--- config.mk ---
export PLATFORM = sky130hd
export DESIGN_NAME = rasterizer_tri_sequencer
export DESIGN_NICKNAME = d
export VERILOG_FILES = /design/src/rtl/rasterizer_tri_sequencer.sv
export SDC_FILE = /design/constraint.sdc
export NUM_CORES = 1
export LEC_CHECK = 0
export ABC_AREA = 1
export BUFFER_PORTS_ARGS = -buffer_cell sky130_fd_sc_hd__buf_2
export CAP_MARGIN = 20
export CORE_AREA = 4 4 258 260
export CTS_CLUSTER_SIZE = 12
export DETAILED_ROUTE_END_ITERATION = 10
export DIE_AREA = 0 0 262 264
export GPL_TIMING_DRIVEN = 0
export PLACE_DENSITY = 0.47
export SLEW_MARGIN = 5
export SYNTH_ARGS = -nofsm -noshare
export SYNTH_HDL_FRONTEND = slang
export SYNTH_SLANG_ARGS = --single-unit
--- constraint.sdc ---
create_clock -name clk -period 4.9 [get_ports clk]
set_clock_uncertainty 0.15 [all_clocks]
set_input_delay 0.245 -clock clk [delete_from_list [all_inputs] [get_ports clk]]
set_output_delay 0.245 -clock clk [all_outputs]
set_load 0.01 [all_outputs]
--- src/rtl/rasterizer_tri_sequencer.sv ---
// rtl/rasterizer_tri_sequencer.sv - one-triangle-at-a-time sequencer between setup and rasterizer backend
module rasterizer_tri_sequencer #(
  parameter int DATA_WIDTH        = 16,
  parameter int DEPTH_WIDTH       = 16,
  parameter int BUFFER_ADDR_WIDTH = 15,
  parameter int COLOR_WIDTH       = 12,
  parameter int WDOG_CYCLES       = 32768
) (
  input  logic                                clk,
  input  logic                                rstn,
  input  logic                                tri_valid,
  output logic                                tri_ready,
  input  logic                                tri_last,
  input  logic signed [1:0][DATA_WIDTH-1:0]   tri_bb_tl,
  input  logic signed [1:0][DATA_WIDTH-1:0]   tri_bb_br,
  input  logic signed [DATA_WIDTH-1:0]        tri_edge0,
  input  logic signed [DATA_WIDTH-1:0]        tri_edge1,
  input  logic signed [DATA_WIDTH-1:0]        tri_edge2,
  input  logic signed [1:0][DATA_WIDTH-1:0]   tri_edge_delta0,
  input  logic signed [1:0][DATA_WIDTH-1:0]   tri_edge_delta1,
  input  logic signed [1:0][DATA_WIDTH-1:0]   tri_edge_delta2,
  input  logic signed [DATA_WIDTH-1:0]        tri_z,
  input  logic signed [1:0][DATA_WIDTH-1:0]   tri_z_delta,
  input  logic [BUFFER_ADDR_WIDTH-1:0]        tri_addr_start,
  input  logic [COLOR_WIDTH-1:0]              tri_color,
  output logic signed [1:0][DATA_WIDTH-1:0]   be_bb_tl,
  output logic signed [1:0][DATA_WIDTH-1:0]   be_bb_br,
  output logic signed [DATA_WIDTH-1:0]        be_edge0,
  output logic signed [DATA_WIDTH-1:0]        be_edge1,
  output logic signed [DATA_WIDTH-1:0]        be_edge2,
  output logic signed [1:0][DATA_WIDTH-1:0]   be_edge_delta0,
  output logic signed [1:0][DATA_WIDTH-1:0]   be_edge_delta1,
  output logic signed [1:0][DATA_WIDTH-1:0]   be_edge_delta2,
  output logic signed [DATA_WIDTH-1:0]        be_z,
  output logic signed [1:0][DATA_WIDTH-1:0]   be_z_delta,
  output logic [BUFFER_ADDR_WIDTH-1:0]        be_buffer_addr_start,
  output logic                                be_start,
  input  logic                                be_done,
  input  logic                                be_inside,
  input  logic [BUFFER_ADDR_WIDTH-1:0]        be_addr,
  input  logic signed [DEPTH_WIDTH-1:0]       be_depth,
  output logic                                pix_valid,
  output logic [BUFFER_ADDR_WIDTH-1:0]        pix_addr,
  output logic signed [DEPTH_WIDTH-1:0]       pix_depth,
  output logic [COLOR_WIDTH-1:0]              pix_color,
  output logic                                busy,
  output logic                                frame_done,
  output logic [15:0]                         tri_count,
  output logic [15:0]                         cull_count,
  output logic                                wdog_err
);

  localparam int WCW = $clog2(WDOG_CYCLES);

  typedef enum logic [2:0] {IDLE, LAUNCH, SETUP, RUN, FINISH} state_e;

  state_e                          state_q, state_d;
  logic [WCW-1:0]                  wdog_q;
  logic [COLOR_WIDTH-1:0]          color_q;
  logic                            last_q;
  logic                            pix_valid_q;
  logic [BUFFER_ADDR_WIDTH-1:0]    pix_addr_q;
  logic signed [DEPTH_WIDTH-1:0]   pix_depth_q;
  logic [COLOR_WIDTH-1:0]          pix_color_q;
  logic                            frame_done_q;
  logic [15:0]                     tri_count_q, cull_count_q;
  logic                            wdog_err_q;

  logic accept, degen, wdog_hit, fwd, tri_inc, cull_inc;

  assign tri_ready = rstn && (state_q == IDLE);
  assign accept    = tri_valid && tri_ready;
  assign degen     = ($signed(tri_bb_br[0]) < $signed(tri_bb_tl[0])) ||
                     ($signed(tri_bb_br[1]) < $signed(tri_bb_tl[1]));
  assign wdog_hit  = (wdog_q == WCW'(WDOG_CYCLES - 1));
  assign fwd       = (state_q == RUN) && !be_done && be_inside;
  assign tri_inc   = (state_q == FINISH) || (accept && degen);
  assign cull_inc  = accept && degen;

  // Counters clear in the cycle after frame_done, but a triangle finishing in that same cycle still counts.
  function automatic logic [15:0] bump(input logic [15:0] v, input logic en, input logic clr);
    logic [15:0] base;
    base = clr ? 16'd0 : v;
    return (en && base != 16'hFFFF) ? base + 16'd1 : base;
  endfunction

  always_comb begin
    state_d = state_q;
    case (state_q)
      IDLE:    if (accept && !degen) state_d = LAUNCH;
      LAUNCH:  state_d = SETUP;
      SETUP:   state_d = RUN;
      RUN:     if (be_done || wdog_hit) state_d = FINISH;
      FINISH:  state_d = IDLE;
      default: state_d = IDLE;
    endcase
  end

  always_ff @(posedge clk) begin
    if (!rstn) begin
      state_q              <= IDLE;
      wdog_q               <= '0;
      color_q              <= '0;
      last_q               <= 1'b0;
      be_bb_tl             <= '0;
      be_bb_br             <= '0;
      be_edge0             <= '0;
      be_edge1             <= '0;
      be_edge2             <= '0;
      be_edge_delta0       <= '0;
      be_edge_delta1       <= '0;
      be_edge_delta2       <= '0;
      be_z                 <= '0;
      be_z_delta           <= '0;
      be_buffer_addr_start <= '0;
      pix_valid_q          <= 1'b0;
      pix_addr_q           <= '0;
      pix_depth_q          <= '0;
      pix_color_q          <= '0;
      frame_done_q         <= 1'b0;
      tri_count_q          <= '0;
      cull_count_q         <= '0;
      wdog_err_q           <= 1'b0;
    end else begin
      state_q <= state_d;
      if (accept) begin
        be_bb_tl             <= tri_bb_tl;
        be_bb_br             <= tri_bb_br;
        be_edge0             <= tri_edge0;
        be_edge1             <= tri_edge1;
        be_edge2             <= tri_edge2;
        be_edge_delta0       <= tri_edge_delta0;
        be_edge_delta1       <= tri_edge_delta1;
        be_edge_delta2       <= tri_edge_delta2;
        be_z                 <= tri_z;
        be_z_delta           <= tri_z_delta;
        be_buffer_addr_start <= tri_addr_start;
        color_q              <= tri_color;
        last_q               <= tri_last;
      end
      if (state_q == LAUNCH) wdog_q <= '0;
      else if (state_q == RUN) wdog_q <= wdog_q + 1'b1;
      if (state_q == RUN && !be_done && wdog_hit) wdog_err_q <= 1'b1;
      pix_valid_q <= fwd;
      if (fwd) begin
        pix_addr_q  <= be_addr;
        pix_depth_q <= be_depth;
        pix_color_q <= color_q;
      end
      frame_done_q <= ((state_q == FINISH) && last_q) || (accept && degen && tri_last);
      tri_count_q  <= bump(tri_count_q, tri_inc, frame_done_q);
      cull_count_q <= bump(cull_count_q, cull_inc, frame_done_q);
    end
  end

  assign be_start   = (state_q == LAUNCH);
  assign busy       = (state_q == LAUNCH) || (state_q == SETUP) || (state_q == RUN);
  assign pix_valid  = pix_valid_q;
  assign pix_addr   = pix_addr_q;
  assign pix_depth  = pix_depth_q;
  assign pix_color  = pix_color_q;
  assign frame_done = frame_done_q;
  assign tri_count  = tri_count_q;
  assign cull_count = cull_count_q;
  assign wdog_err   = wdog_err_q;

endmodule

; ---- Word-level counts from Yosys, hierarchy flattened
; Cells that the tools add are included.
[classes]
add_sub_neg = 3
n_mul = 0
div = 0
order_cmp = 2
n_eq_ne = 9
n_shift = 0
mux = 7
bitwise_logic = 1
n_reduce_logical = 22
[ops]
columns = op, n
row1 = $mux W16, 4
row2 = $add A16 B1 Y16 const B, 2
row3 = $lt A16 B16 Y1, 2
row4 = $ne A16 B16 Y1 const B, 2
row5 = $add A15 B1 Y15 const B, 1
row6 = $eq A15 B15 Y1 const B, 1
row7 = $pmux W3 S4, 1
row8 = $logic_and A1 B1 Y1, 11
row9 = $eq A3 B2 Y1 const B, 2
row10 = $logic_or A1 B1 Y1, 6
row11 = $mux W3, 2
row12 = $eq A3 B1 Y1 const B, 1
row13 = $eq A3 B3 Y1 const B, 1
row14 = $logic_not A3 Y1, 1
row15 = $logic_not A1 Y1, 2
row16 = $ne A2 B1 Y1 const B, 1
row17 = $ne A2 B2 Y1 const B, 1
row18 = $reduce_and A2 Y1, 1
row19 = $reduce_or A2 Y1, 1
row20 = $not A1 Y1, 1
[word_totals]
register_bits = 380
latchBits = 0
mem_bits_rw = 0
mem_bits_ro = 0
input_bits = 320
output_inout_bits = 352
elab_cells = 73
memories = 0

; ---- Depth between registers and ports, before layout
; Gate-level depths: netlist (run 1).
[logic_depth]
word_depth = 7
depth_mapped = 19

; ---- Least setup slack after synthesis (run 1)
; Ideal clock, no wire load.
[synth_timing]
path_type = register to register
startpoint = reg frame_done_q (netlist: frame_done)
endpoint = reg cull_count_q[10] (netlist: cull_count[10])
t_arrival_ps = 2197
setup_slack_ps = 2420
path_stages_with_launch = 13
synth_period_minus_slack_ps = 2480
path_cell_list = dfxtp_1 -> buf_6 -> clkbuf_1 -> nor2_1 -> ha_1 -> inv_1 -> nor3_4 -> nand2_2 -> nor4_4 -> nand4_4 -> clkbuf_1 -> nand4_1 -> a21oi_1
[synth_via]
elab_chain_cells = 4
[synth_rtl]
columns = item, line_no
row1 = from (decl), 65  ; logic frame_done_q;
row2 = from (signal assigned), 150  ; frame_done_q <= ((state_q == FINISH) && last_q) || (accept && degen && tri_last);
row3 = $mux W16 *, 83  ; base = clr ? 16'd0 : v;
row4 = branches (longest 2 deep; another with $add A16 B1 Y16), n/a
row5 = $mux W16 *, 84  ; return (en && base != 16'hFFFF) ? base + 16'd1 : base;
row6 = to (signal assigned), 152  ; cull_count_q <= bump(cull_count_q, cull_inc, frame_done_q);
row7 = to (decl), 66  ; logic [15:0] tri_count_q, cull_count_q;
; Mark *: on every way between the ends.
; A chain may end at the register's enable or synchronous reset.

; ---- Final worst setup path (run 1)
[layout_timing]
startpoint = reg frame_done_q (netlist: frame_done)
endpoint = reg tri_count_q[15] (netlist: tri_count[15])
[layout_via]
elab_chain_cells = 4
[layout_rtl]
columns = item, line_no
row1 = $mux W16 *, 83
row2 = branches (longest 2 deep; another with $add A16 B1 Y16), n/a
row3 = $mux W16 *, 84
row4 = to (signal assigned), 151  ; tri_count_q <= bump(tri_count_q, tri_inc, frame_done_q);
row5 = to (decl), 66
; Marked as above.

==> flow_summary.toml, run 1 <==
[run_status]
outcome = "finished clean"

[placed_design]
port_buffers = 669
globalplace.congestion = 0.888
dp_hpwl_um = 52800
placed_area_sq_mm = 0.0193

[timing]
finalCritPeriodShare_pct = 62.7
max_freq_mhz = 325
finalSetupViolCount = 0
rsz0062_at_grt = "false"
worstMarginPinSlew_ns = 0.727
max_slew_margin_pct = 51.6
tns_ns = 0
period_minus_slack_ns = 3.07
finalHoldWorstSlack_ns = 0.114
final_hold_viol_count = 0
drv_slew = 0

[clocking]
clock_path_buffers = 3
cts_setup_buffers = 0
post_cts_resized = 0
cts_tree = "built"
clkTransAtPathRegs_ns = 0.06
cts_hold_buffers = 318
cts_max_level = 2
cts_made_buffers = 48
cts_sinks = 380
clk_latency_ns = 0.58
root_buffer = "clkbuf_16"

[route]
vias_per_cell = 4.43
drt_iter0_markers = 823
routed-via-count = 17358
drc = 0
drt-total-wl_um = 68000
first_pass_iters = 5
ant_nets = 0
routedWlPerCell_um = 17.4

[finish]
post-route-util_pct = 37.7
final_nets = 3378
design_area_sq_mm = 0.0242
antennaDiodeCount = 0
syn_to_final_growth_pct = 62.1
n_fill_cell = 6710
layout-drive-gt1-share_pct = 26.4

[critical_path]
cp-end-kind = "flop"
arrival_ns = 3.40
slowest_stage = "clkbuf_1"
cp_max_fo = 10
r2r_cells = 16
r2r_end = "tri_count[15]"
cp_cell_sequence = "buf_6 > clkbuf_1 > nor2_1 > ha_1 > nand2_1 > nor2_1 > nand3_2 > nor2_1 > nand3_2 > nand3_1 > nor2_1 > nand3_1 > nor2_1 > nand3_1 > nand2_1 > nor2_1"
reg2reg_slack_ns = 1.83
cp_slowest_stage_delay_ns = 0.51
start_kind = "flop"
r2r-start = "frame_done"
setup.worst_path.start = "frame_done"
crit_required_ns = 5.23
crit_top_cell = "nor2_1"
crit_end = "tri_count[15]"
critPathKind = "flop to flop"

[die]
die_w_um = 262
core_area_sq_mm = 0.0641
io_pins = 672
initial_utilization_pct = 23.3
rows = 93
dieArea_sq_mm = 0.0692
die_h_um = 264

[synthesis]
syn_area_sq_mm = 0.0149
yosysWarnings = 0
postSynthAreaPerCell_sq_um = 7.50
seq_area_frac_synth_pct = 51.0
ys_types = 31
synthesis.instances = 1988
ys_seq_elements = 380
syn_nets = 2341

[grt]
grt_pass1_vias = 17796
grt_pass1_wl_um = 102000
grt_usage_pct = 18.8
overflow = 0
grt_antenna_before_repair = 2
grt_start_max_net_pins = 13

[hold_path]
hold_class = "input pin to flop"

[job]
drv_cap = 0

[power_and_ir_drop]
p_leak_nw = 12.2
finalPower_mw = 9.81
peakVddDrop_mv = 0.242
p_per_area_mw_per_mm2 = 406
critical path, delay by kind of cell, from the launching register on:
family / cells / cell delay, ns
adders and majority gates: 1 / 0.24
buffers and inverters: 2 / 0.71
and+or+nand+nor: 13 / 1.52
DFF: 1 / 0.38
power breakdown:
part	leakage [nW]	switching [mW]	total (mW)	internal, mW
Sequential	3.12	0.263	3.84	3.57
Clock	0.820	1.44	3.69	2.25
Combinational	8.24	1.40	2.29	0.883
Total	12.2	3.10	9.81	6.71
layer usage:
| metal | wire (um) | GRT usage [%] | vias up |
|---|---|---|---|
| met3 | 5880 | 6.00 | 164 |
| met4 | 3130 | 8.04 | 4 |
| met1 | 26500 | 21.2 | 8009 |
| met2 | 32500 | 32.6 | 651 |
| met5 | 26 | 0 | - |
| li1 | - | - | 8530 |
registers in the layout (all words and copies together), names as in the netlist, 32 cells and up:
register and count:
be_bb_tl 32, be_edge_delta1 32, be_z_delta 32, be_edge_delta2 32, be_bb_br 32, be_edge_delta0 32
kinds of logic (layout without fill, tap and decap cells):
logic type,after synthesis,count (layout),share of synthesized area (%)
flops,380,380,51.0
buf+inv,235,1310,6.36
simple gates,1174,1174,33.9
compound gates,150,150,5.07
xor+xnor,16,16,0.939
fa+ha+maj,33,33,2.77
placed cells by master (no fill, tap or decap), types with 10 or more instances in the layout:
cell and n:
buf_2 700, nand2_1 668, dfxtp_1 380, nand3_1 363, dlygate4sd3_1 318, inv_1 104
a21oi_1 102, nor2_1 87, clkbuf_1 85, clkbuf_16 49, o21ai_0 45, ha_1 33
nand4_1 19, clkbuf_8 14, xor2_1 13, nor3_1 12, buf_1 11, clkinv_2 10
stage by stage:
step | setup WS, ns | std cells
finish | 1.83 | 3918
global route | 1.46 | 3918
CTS | 1.81 | 3918
detailed placement | 1.56 | 3512
global placement | 1.60 | 3512
floorplan | 2.42 | 1988
cell usage after synthesis, drive strengths merged:
master | instances | area share [%]
nand4 | 20 | 0.94
buf | 46 | 1.6
nor3 | 13 | 0.51
xnor2 | 3 | 0.18
nand3 | 366 | 12
a21oi | 102 | 3.4
nand2 | 671 | 17
inv | 108 | 2.7
o21ai | 45 | 1.5
nand3b | 1 | 0.050
o21a | 1 | 0.050
nor2 | 93 | 2.5
or2 | 2 | 0.084
a31oi | 2 | 0.084
nor4 | 8 | 0.44
dfxtp | 380 | 51
xor2 | 13 | 0.76
clkinv | 1 | 0.034
ha | 33 | 2.8
clkbuf | 80 | 2.0
layout make-up:
| type | instances | area (sq um) | area share [%] |
|---|---|---|---|
| sequential | 380 | 7610 | 31.5 |
| timing repair buffer | 987 | 6530 | 27.0 |
| clock buffer | 68 | 1440 | 5.95 |
| clock inverter | 20 | 223 | 0.921 |
| multi-input combinational | 1373 | 6360 | 26.3 |
| tap | 855 | 1070 | 4.42 |
| buffer | 126 | 538 | 2.23 |
| inverter | 109 | 410 | 1.70 |
how the worst min path moves through the flow:
| stage | to | start | depth (start not counted) |
|---|---|---|---|
| 3_5_place_dp | be_z_delta[9] | tri_z_delta[9] | 3 |
| 2_1_floorplan | color_q[0] | tri_color[0] | 2 |
| 6_report | be_bb_tl[8] | tri_valid | 4 |
| 5_1_grt | be_edge1[10] | tri_valid | 5 |
| 4_1_cts | be_bb_tl[11] | tri_valid | 4 |
| 3_3_place_gp | be_z_delta[23] | tri_z_delta[23] | 3 |
Power figures use the tool's default switching activity.
==> inputs of run 2 (changes only) <==
--- a/config.mk
+++ b/config.mk
@@ -8,12 +8,12 @@
 export ABC_AREA = 1
 export BUFFER_PORTS_ARGS = -buffer_cell sky130_fd_sc_hd__buf_2
 export CAP_MARGIN = 20
-export CORE_AREA = 4 4 258 260
+export CORE_AREA = 4 4 256 258
 export CTS_CLUSTER_SIZE = 12
 export DETAILED_ROUTE_END_ITERATION = 10
-export DIE_AREA = 0 0 262 264
+export DIE_AREA = 0 0 260 262
 export GPL_TIMING_DRIVEN = 0
-export PLACE_DENSITY = 0.47
+export PLACE_DENSITY = 0.49
 export SLEW_MARGIN = 5
 export SYNTH_ARGS = -nofsm -noshare
 export SYNTH_HDL_FRONTEND = slang
==> constraint.sdc (replaced) <==
create_clock -name clk -period 2.5 [get_ports clk]
set_clock_uncertainty 0.15 [all_clocks]
set_input_delay 0.125 -clock clk [delete_from_list [all_inputs] [get_ports clk]]
set_output_delay 0.125 -clock clk [all_outputs]
set_load 0.01 [all_outputs]
==> run 2 against run 1 <==
Combinational power grew 100%. Sequential cell count is the same. Critical path depth shrank 3. Register-to-register slack lost 1.7 ns. Worst setup slack lost 1.7 ns. Total power grew 98%. Global-route usage shrank 0.19 points. Critical endpoint is now cull_count[13].
==> flow_summary.toml, run 2 (same netlist as run 1, synthesis figures left out) <==
[route]
drt_iter0_markers = 838
drc = 0
routedWlPerCell_um = 17.3
routed-via-count = 17042
ant_nets = 0
vias_per_cell = 4.34
first_pass_iters = 5
drt-total-wl_um = 67900

[timing]
worstMarginPinSlew_ns = 0.836
layout_setup_ws_ns = 0.0917
max_slew_margin_pct = 44.3
final_hold_viol_count = 0
period_minus_slack_ns = 2.41
max_freq_mhz = 415
drv_slew = 0
finalCritPeriodShare_pct = 96.3
finalSetupViolCount = 0
tns_ns = 0

[placed_design]
placedCellCount = 3503
post-place-ws_ns = -0.879
port_buffers = 669
dp_hpwl_um = 51100
globalplace.congestion = 0.833
placed_area_sq_mm = 0.0193

[die]
dieArea_sq_mm = 0.0681
io_pins = 672
die_w_um = 260
initial_utilization_pct = 23.7
rows = 92
die_h_um = 262
core_area_sq_mm = 0.0630

[clocking]
cts_made_buffers = 46
clk_latency_ns = 0.56
root_buffer = "clkbuf_16"
clkTransAtPathRegs_ns = 0.06
cts_tree = "built"
clock_path_buffers = 3
cts_max_level = 2
cts_sinks = 380

[critical_path]
cp_cell_sequence = "buf_6 > buf_8 > nor2_4 > ha_4 > inv_2 > nor3_4 > nand2_2 > nor4_4 > nand4_4 > nand3_4 > buf_4 > nand3_1 > a21oi_1"
cp_max_fo = 10
cp-end-kind = "flop"
r2r_end = "cull_count[13]"
slowest_stage = "dfxtp_2"
start_kind = "flop"
reg2reg_slack_ns = 0.09
critPathKind = "flop to flop"
r2r_cells = 13
r2r-start = "frame_done"
arrival_ns = 2.74
cp_slowest_stage_delay_ns = 0.34
crit_required_ns = 2.84

[power_and_ir_drop]
peakVddDrop_mv = 0.588
p_per_area_mw_per_mm2 = 790
p_leak_nw = 12.4

[grt]
grt_start_max_net_pins = 13
grt_usage_pct = 18.6
grt_antenna_before_repair = 2
grt_pass1_vias = 17162
grt_pass1_wl_um = 99000
overflow = 0

[finish]
instances_no_fill = 3925
layout-drive-gt1-share_pct = 28.6
final_nets = 3394
final_common_cell = "buf_2"
design_area_sq_mm = 0.0246
post-route-util_pct = 39.0
mostFrequentLayoutCells = "691 x buf_2, 665 x nand2_1, 379 x dfxtp_1"
syn_to_final_growth_pct = 64.6
n_fill_cell = 6639

[hold_path]
hold_path_end = "be_edge1[11]"
hold_depth = 4
min-delay-start = "tri_edge1[11]"
hold_class = "input pin to flop"

[job]
drv_cap = 0

[run_status]
outcome = "finished clean"
## run 2: cell count changes in the layout (fill, tap and decap cells not counted), sizes merged
| cell | before | now |
|---|---|---|
| bufinv | 4 | 5 |
| inv | 110 | 108 |
| diode | 0 | 2 |
| clkbuf | 148 | 153 |
| buf | 715 | 723 |
| dlygate4sd3 | 318 | 320 |
## run 2: worst max-delay path by stage
stage,from,endpoint,slack (ns),cells past startpoint
after detailed placement,rstn,be_edge0[9],-0.88,10
after CTS,state_q[1],be_bb_tl[0],-0.07,9
final,frame_done,cull_count[13],0.09,13
after global placement,rstn,be_edge0[9],-0.84,10
after global routing,frame_done,cull_count[7],-0.008,13
after floorplan,frame_done,cull_count[10],0.02,12
## run 2: stage by stage
stage	power (mW)	hold slack (ns)
detailed placement	11.8	0.172
finish	19.4	0.143
global route	20.4	0.125
floorplan	9.59	0.0855
global placement	11.8	0.171
CTS	19.6	0.0876
## run 2: cell type report
class	instances	area (sq um)	share of cell area [%]
Timing Repair Buffer	1005	6690	27.3
Multi-Input combinational cell	1373	6480	26.4
Tap cell	846	1060	4.31
Antenna cell	2	5.00	0.0204
Inverter	109	419	1.71
Buffer	126	636	2.59
Sequential cell	380	7610	31.0
Clock buffer	65	1430	5.81
Clock inverter	19	231	0.942
## run 2: repair_timing
action,in CTS,in global routing
hold buffers,320,0
setup buffers,6,9
hold endpoints to repair,321,0
resized for setup,28,84
pin swaps,4,9
gates cloned,0,1
endpoints found under the setup margin,314,305
## run 2: power by group
group          leakage (nW)  switching (mW)  internal (mW)
Combinational          8.42            2.81           1.83
Sequential             3.12           0.520           7.00
Clock                 0.827            2.76           4.48
## run 2: layer usage
| layer | vias to the layer above | routed length, um | track usage [%] |
|---|---|---|---|
| li1 | 8572 | - | - |
| met1 | 7786 | 27900 | 22.1 |
| met2 | 543 | 32700 | 32.0 |
| met3 | 141 | 4540 | 4.89 |
| met4 | 0 | 2790 | 7.79 |
| met5 | - | 0 | 0 |
## run 2: critical path, delay by kind of cell, from the launching register on
family | cells | cell delay, ns
compound gates | 1 | 0.12
simple gates | 7 | 1.09
flops | 1 | 0.34
fa+ha+maj | 1 | 0.15
buf+inv | 4 | 0.48
